$ cat config.mk
export PLATFORM = sky130hd
export DESIGN_NAME = alu_instr_sequencer
export DESIGN_NICKNAME = d
export VERILOG_FILES = /design/src/rtl/cpu_ctrl_pkg.sv /design/src/rtl/reg_select_decoder.sv /design/src/rtl/alu_instr_sequencer.sv
export SDC_FILE = /design/constraint.sdc
export NUM_CORES = 1
export LEC_CHECK = 0
export ABC_AREA = 1
export ABC_CLOCK_PERIOD_IN_PS = 3400
export BUFFER_PORTS_ARGS = -buffer_cell sky130_fd_sc_hd__buf_2
export CAP_MARGIN = 30
export CORE_UTILIZATION = 37
export CTS_CLUSTER_DIAMETER = 150
export DETAILED_ROUTE_END_ITERATION = 7
export HOLD_SLACK_MARGIN = 0.08
export PLACE_DENSITY = 0.91
export SYNTH_ARGS = -nofsm -noshare
export SYNTH_HDL_FRONTEND = slang
export SYNTH_HIERARCHICAL = 1
export SYNTH_SLANG_ARGS = --single-unit
$ cat constraint.sdc
create_clock -name Clock -period 3.4 [get_ports Clock]
set_input_delay 0.34 -clock Clock [delete_from_list [all_inputs] [get_ports Clock]]
set_output_delay 0.34 -clock Clock [all_outputs]
set_load 0.03 [all_outputs]
$ cat src/rtl/cpu_ctrl_pkg.sv
// rtl/cpu_ctrl_pkg.sv - shared opcodes, IR field positions and sequencer states
package cpu_ctrl_pkg;

    localparam logic [4:0] OP_ADD  = 5'b00011;
    localparam logic [4:0] OP_SUB  = 5'b00100;
    localparam logic [4:0] OP_AND  = 5'b00101;
    localparam logic [4:0] OP_OR   = 5'b00110;
    localparam logic [4:0] OP_ROR  = 5'b00111;
    localparam logic [4:0] OP_ROL  = 5'b01000;
    localparam logic [4:0] OP_SHR  = 5'b01001;
    localparam logic [4:0] OP_SHRA = 5'b01010;
    localparam logic [4:0] OP_SHL  = 5'b01011;
    localparam logic [4:0] OP_MUL  = 5'b01111;
    localparam logic [4:0] OP_DIV  = 5'b10000;

    localparam int OPC_HI = 31;
    localparam int OPC_LO = 27;
    localparam int RA_HI  = 26;
    localparam int RA_LO  = 23;
    localparam int RB_HI  = 22;
    localparam int RB_LO  = 19;
    localparam int RC_HI  = 18;
    localparam int RC_LO  = 15;

    typedef enum logic [3:0] {
        ST_IDLE, ST_T0, ST_T1, ST_T2, ST_T3, ST_T4, ST_T5, ST_T6, ST_DONE, ST_ILL
    } ctrl_state_t;

    function automatic logic op_supported(input logic [4:0] op);
        case (op)
            OP_ADD, OP_SUB, OP_AND, OP_OR, OP_ROR, OP_ROL,
            OP_SHR, OP_SHRA, OP_SHL, OP_MUL, OP_DIV: op_supported = 1'b1;
            default:                                 op_supported = 1'b0;
        endcase
    endfunction

    function automatic logic op_is_muldiv(input logic [4:0] op);
        op_is_muldiv = (op == OP_MUL) || (op == OP_DIV);
    endfunction

endpackage

$ cat src/rtl/reg_select_decoder.sv
// rtl/reg_select_decoder.sv - 4-bit register index to 16-bit one-hot select
module reg_select_decoder (
    input  logic [3:0]  index,
    input  logic        enable,
    output logic [15:0] onehot
);

    assign onehot = enable ? (16'd1 << index) : 16'd0;

endmodule

$ cat src/rtl/alu_instr_sequencer.sv
// rtl/alu_instr_sequencer.sv - T0..T6 control sequencer for reg-to-reg ALU instructions
module alu_instr_sequencer
    import cpu_ctrl_pkg::*;
(
    input  logic        Clock,
    input  logic        Clear,
    input  logic        Start,
    input  logic        MemReady,
    input  logic [31:0] IR,
    output logic        PCout,
    output logic        MDRout,
    output logic        Zlowout,
    output logic        ZHighout,
    output logic        MARin,
    output logic        PCin,
    output logic        MDRin,
    output logic        IRin,
    output logic        Yin,
    output logic        Zin,
    output logic        LOin,
    output logic        HIin,
    output logic        IncPC,
    output logic        Read,
    output logic [15:0] Rout,
    output logic [15:0] Rin,
    output logic [4:0]  operation,
    output logic        Busy,
    output logic        Done,
    output logic        Illegal
);

    ctrl_state_t state;
    logic        t1_held;

    logic [4:0] opcode;
    logic [3:0] ra, rb, rc;
    logic       legal, muldiv;
    logic       unused_ir_bits;

    assign opcode = IR[OPC_HI:OPC_LO];
    assign ra     = IR[RA_HI:RA_LO];
    assign rb     = IR[RB_HI:RB_LO];
    assign rc     = IR[RC_HI:RC_LO];
    assign legal  = op_supported(opcode);
    assign muldiv = op_is_muldiv(opcode);
    assign unused_ir_bits = ^IR[14:0];

    always_ff @(posedge Clock) begin
        if (Clear) begin
            state   <= ST_IDLE;
            t1_held <= 1'b0;
        end else begin
            case (state)
                ST_IDLE: if (Start) state <= ST_T0;
                ST_T0:   state <= ST_T1;
                ST_T1:   if (MemReady) state <= ST_T2;
                ST_T2:   state <= ST_T3;
                ST_T3:   state <= legal ? ST_T4 : ST_ILL;
                ST_T4:   state <= ST_T5;
                ST_T5:   state <= muldiv ? ST_T6 : ST_DONE;
                ST_T6:   state <= ST_DONE;
                default: state <= ST_IDLE;
            endcase
            // Marks T1 repeat cycles so PC is loaded only once per fetch.
            t1_held <= (state == ST_T1) && !MemReady;
        end
    end

    logic       rout_en, rin_en;
    logic [3:0] rout_idx;

    assign rout_en  = ((state == ST_T3) && legal) || (state == ST_T4);
    assign rout_idx = (state == ST_T4) ? rc : rb;
    assign rin_en   = (state == ST_T5) && !muldiv;

    reg_select_decoder u_rout_dec (.index(rout_idx), .enable(rout_en), .onehot(Rout));
    reg_select_decoder u_rin_dec  (.index(ra),       .enable(rin_en),  .onehot(Rin));

    always_comb begin
        PCout = 1'b0; MDRout = 1'b0; Zlowout = 1'b0; ZHighout = 1'b0;
        MARin = 1'b0; PCin = 1'b0; MDRin = 1'b0; IRin = 1'b0;
        Yin = 1'b0; Zin = 1'b0; LOin = 1'b0; HIin = 1'b0;
        IncPC = 1'b0; Read = 1'b0; operation = 5'd0;
        Done = 1'b0; Illegal = 1'b0;
        Busy = (state != ST_IDLE);
        case (state)
            ST_T0: begin PCout = 1'b1; MARin = 1'b1; IncPC = 1'b1; Zin = 1'b1; end
            ST_T1: begin Zlowout = 1'b1; PCin = !t1_held; Read = 1'b1; MDRin = 1'b1; end
            ST_T2: begin MDRout = 1'b1; IRin = 1'b1; end
            ST_T3: Yin = legal;
            ST_T4: begin operation = opcode; Zin = 1'b1; end
            ST_T5: begin Zlowout = 1'b1; LOin = muldiv; end
            ST_T6: begin ZHighout = 1'b1; HIin = 1'b1; end
            ST_DONE: Done = 1'b1;
            ST_ILL:  Illegal = 1'b1;
            default: ;
        endcase
    end

endmodule

==> key figures <==
Clock network
  – Number of CTS-inserted buffers: 3
  – Clock buffer depth: 2
  – Clock sink count: 5
  – PostCTS Resize Cnt: 0
  – Worst-Skew Late Latency: 0.25 ns
  – CTS clk-pin slew, worst paths: 0.05 ns
  – CTS Hold Bufs: 0
  – Root buffer cell: clkbuf_4
  – Post-CTS setup buffer count: 0
  – CTS tree: yes
  – H-tree levels: 1

Timing
  – Worst slew margin: 0.784
  – Setup violations, final: 0
  – Worst Tran Pin Value: 0.324 ns
  – Final min period: 2.23 ns
  – Unrepaired setup endpoints after global routing: no
  – Fmax: 0.448 GHz
  – Final Hold Fails: 0
  – Setup Total Neg Slack: 0 ns
  – Period utilization: 0.656
  – Clock Skew: 0.00588 ns
  – Slew Limit Fails: 0

Floorplan
  – Die X: 48.9 um
  – Placeable Area: 2020 um^2
  – Die ar.: 2390 um^2
  – Initial cell density of the core: 0.402
  – Top Ports: 90
  – Site Rows: 16
  – Die outline height: 48.9 um

Drt
  – Remaining DRCs: 0
  – Uppermost routed layer: met4
  – DR pass1 iterations: 5
  – 1st-iter DRT viols: 27
  – Post-DRT Antenna Nets: 0
  – Vias: 1,172
  – Metal2 WL: 1150 um
  – Routed WL: 2350 um
  – WL met3: 183 um
  – Metal-1 WL: 958 um
  – Via density: 4.63
  – DR WL/cell: 9.28 um

Setup path
  – CP Max Fanout: 10
  – Reg2reg start: state[1]$_SDFFE_PP0P_
  – Worst EP arrival: 1.89 ns
  – Data required time of the critical path: 3.06 ns
  – R2R Setup Slk: 2.20 ns
  – Startpoint Class: flop
  – Worst R2R End: state[2]$_SDFFE_PP0P_
  – Worst Reg-to-Reg Cells: 7
  – Kind of critical path: reg2out
  – Worst Setup End Kind: primary output

Pwr
  – Leak Pwr: 0.835 nW
  – Pwr/cell area: 277 nW/um^2
  – Flop pwr share: 0.228
  – Sw Pwr: 168 uW
  – Max VDD drop: 246 uV
  – Internal power: 166 uW
  – Sw frac: 0.502
  – Combinational power share: 0.561
  – Clock group share of total power: 0.211

Place
  – Gpl congestion: 0.790
  – Buffers on Ports: 74
  – Post-DP HPWL: 1950 um

Finish
  – Area occupied by multi-input gates: 567 um^2
  – Final core occ: 0.597
  – Area Growth Syn to Fin: 48.3%
  – Most frequent cells in the layout: buf_2, nor2_1, nand2_1, inv_1, nand3_1
  – Storage cell area: 100 um^2
  – Antenna Cells: 0
  – Commonest non-fill, non-tap cell in the layout: buf_2
  – Layout cells sized above 1: 0.438
  – Filler instances: 208
  – Final nets: 263

Yosys
  – Number of synthesized register bits: 5
  – Syn nets: 189
  – Async S/R FF share, synth: 0
  – Ys flop type: dfxtp_1
  – Gate Count Post-Synth: 153
  – Post-Syn Area: 813 um^2
  – Synth Area per Inst: 5.32 um^2
  – EDFF count, synth: 0
  – YS warnings: 6
  – Netlist cell types: 19
  – Sequential area share after synthesis: 0.123

GRT
  – Largest net degree at the start of global routing: 11
  – Initial antenna violation count: 0
  – First-pass GRT wire length: 4060 um
  – GRT Total Usage: 0.212
  – Vias in the first global route: 991
  – Total gr overflow: 0

Run status
  – Run status: complete, no violations

Min path
  – HP Class: in2reg
  – Worst hold start: Clear
  – Hold path depth: 2
  – Hold EP: state[0]$_SDFFE_PP0P_

Job
  – Max Cap Viol: 0
[area by class of cell]
cell class                 count  share of cell area
sequential                     5              0.0830
timing repair buffer          74               0.307
clock buffer                   4              0.0218
inverter                      29              0.0902
multi-input combinational    114               0.470
tap                           27              0.0280
[metal layers]
layer  vias to the layer above  track usage
li1                        603            -
met5                         -            0
met1                       488        0.221
met4                         0       0.0931
met2                        70        0.405
met3                        11       0.0405
[through the flow]
| step | total power [mW] | worst slack [ns] | hold slack [ns] | std cells | cell area (um^2) |
|---|---|---|---|---|---|
| 2_1_floorplan | 0.220 | 1.47 | 0.407 | 153 | 813 |
| 3_3_place_gp | 0.258 | 1.48 | 0.568 | 249 | 1180 |
| 3_5_place_dp | 0.263 | 1.45 | 0.575 | 249 | 1180 |
| 4_1_cts | 0.334 | 1.19 | 0.320 | 253 | 1210 |
| 5_1_grt | 0.358 | 0.999 | 0.321 | 253 | 1210 |
| 6_report | 0.334 | 1.17 | 0.325 | 253 | 1210 |
[synth_stat cells, types with 2 or more instances]
master | n | area [um^2]
inv_2 | 4 | 15.0
nand2_2 | 3 | 18.8
nor3_1 | 2 | 10.0
nand2_1 | 27 | 101
nor2_2 | 6 | 37.5
buf_4 | 5 | 37.5
nand3_2 | 2 | 20.0
nor2_1 | 48 | 180
inv_1 | 25 | 93.8
mux2_4 | 4 | 60.1
dfxtp_1 | 5 | 100
nand3_1 | 15 | 75.1
[registers in the layout, summed over array words and instances, names as in the netlist]
signal   cells
state        4
t1_held      1
[logic make-up (layout without fill, tap and decap cells)]
kind of cell           count (synthesis)  after routing  share of synthesized area
buffers and inverters                 34            107                      0.180
AOI/OAI and AO/OA                      3              3                     0.0339
DFF                                    5              5                      0.123
muxes                                  4              4                     0.0738
and+or+nand+nor                      107            107                      0.589
[worst max-delay path by stage]
stage | startpoint | to | slack (ns)
2_1_floorplan | state[0]$_SDFFE_PP0P_ | Rout[0] | 1.47
3_3_place_gp | state[0]$_SDFFE_PP0P_ | Rout[2] | 1.48
3_5_place_dp | state[0]$_SDFFE_PP0P_ | Rout[9] | 1.45
4_1_cts | state[0]$_SDFFE_PP0P_ | Rout[9] | 1.19
5_1_grt | state[0]$_SDFFE_PP0P_ | Rout[5] | 1.0
6_report | state[0]$_SDFFE_PP0P_ | Rout[2] | 1.17
[worst max-delay path: stages (launching register included)]
cell	delay, ns
dfxtp_1	0.41
inv_2	0.08
nor2_4	0.13
nand2_4	0.13
mux2_4	0.32
inv_1	0.05
nand2_1	0.16
nor2_1	0.15
buf_2	0.20
[power by group through the flow]
stage               Combinational (mW)  Sequential (mW)  Clock, mW
floorplan                        0.145           0.0745          0
global placement                 0.182           0.0763          0
detailed placement               0.187           0.0767          0
CTS                              0.187           0.0756     0.0709
global route                     0.204           0.0768     0.0772
finish                           0.187           0.0762     0.0706
Power figures use the tool's default switching activity.
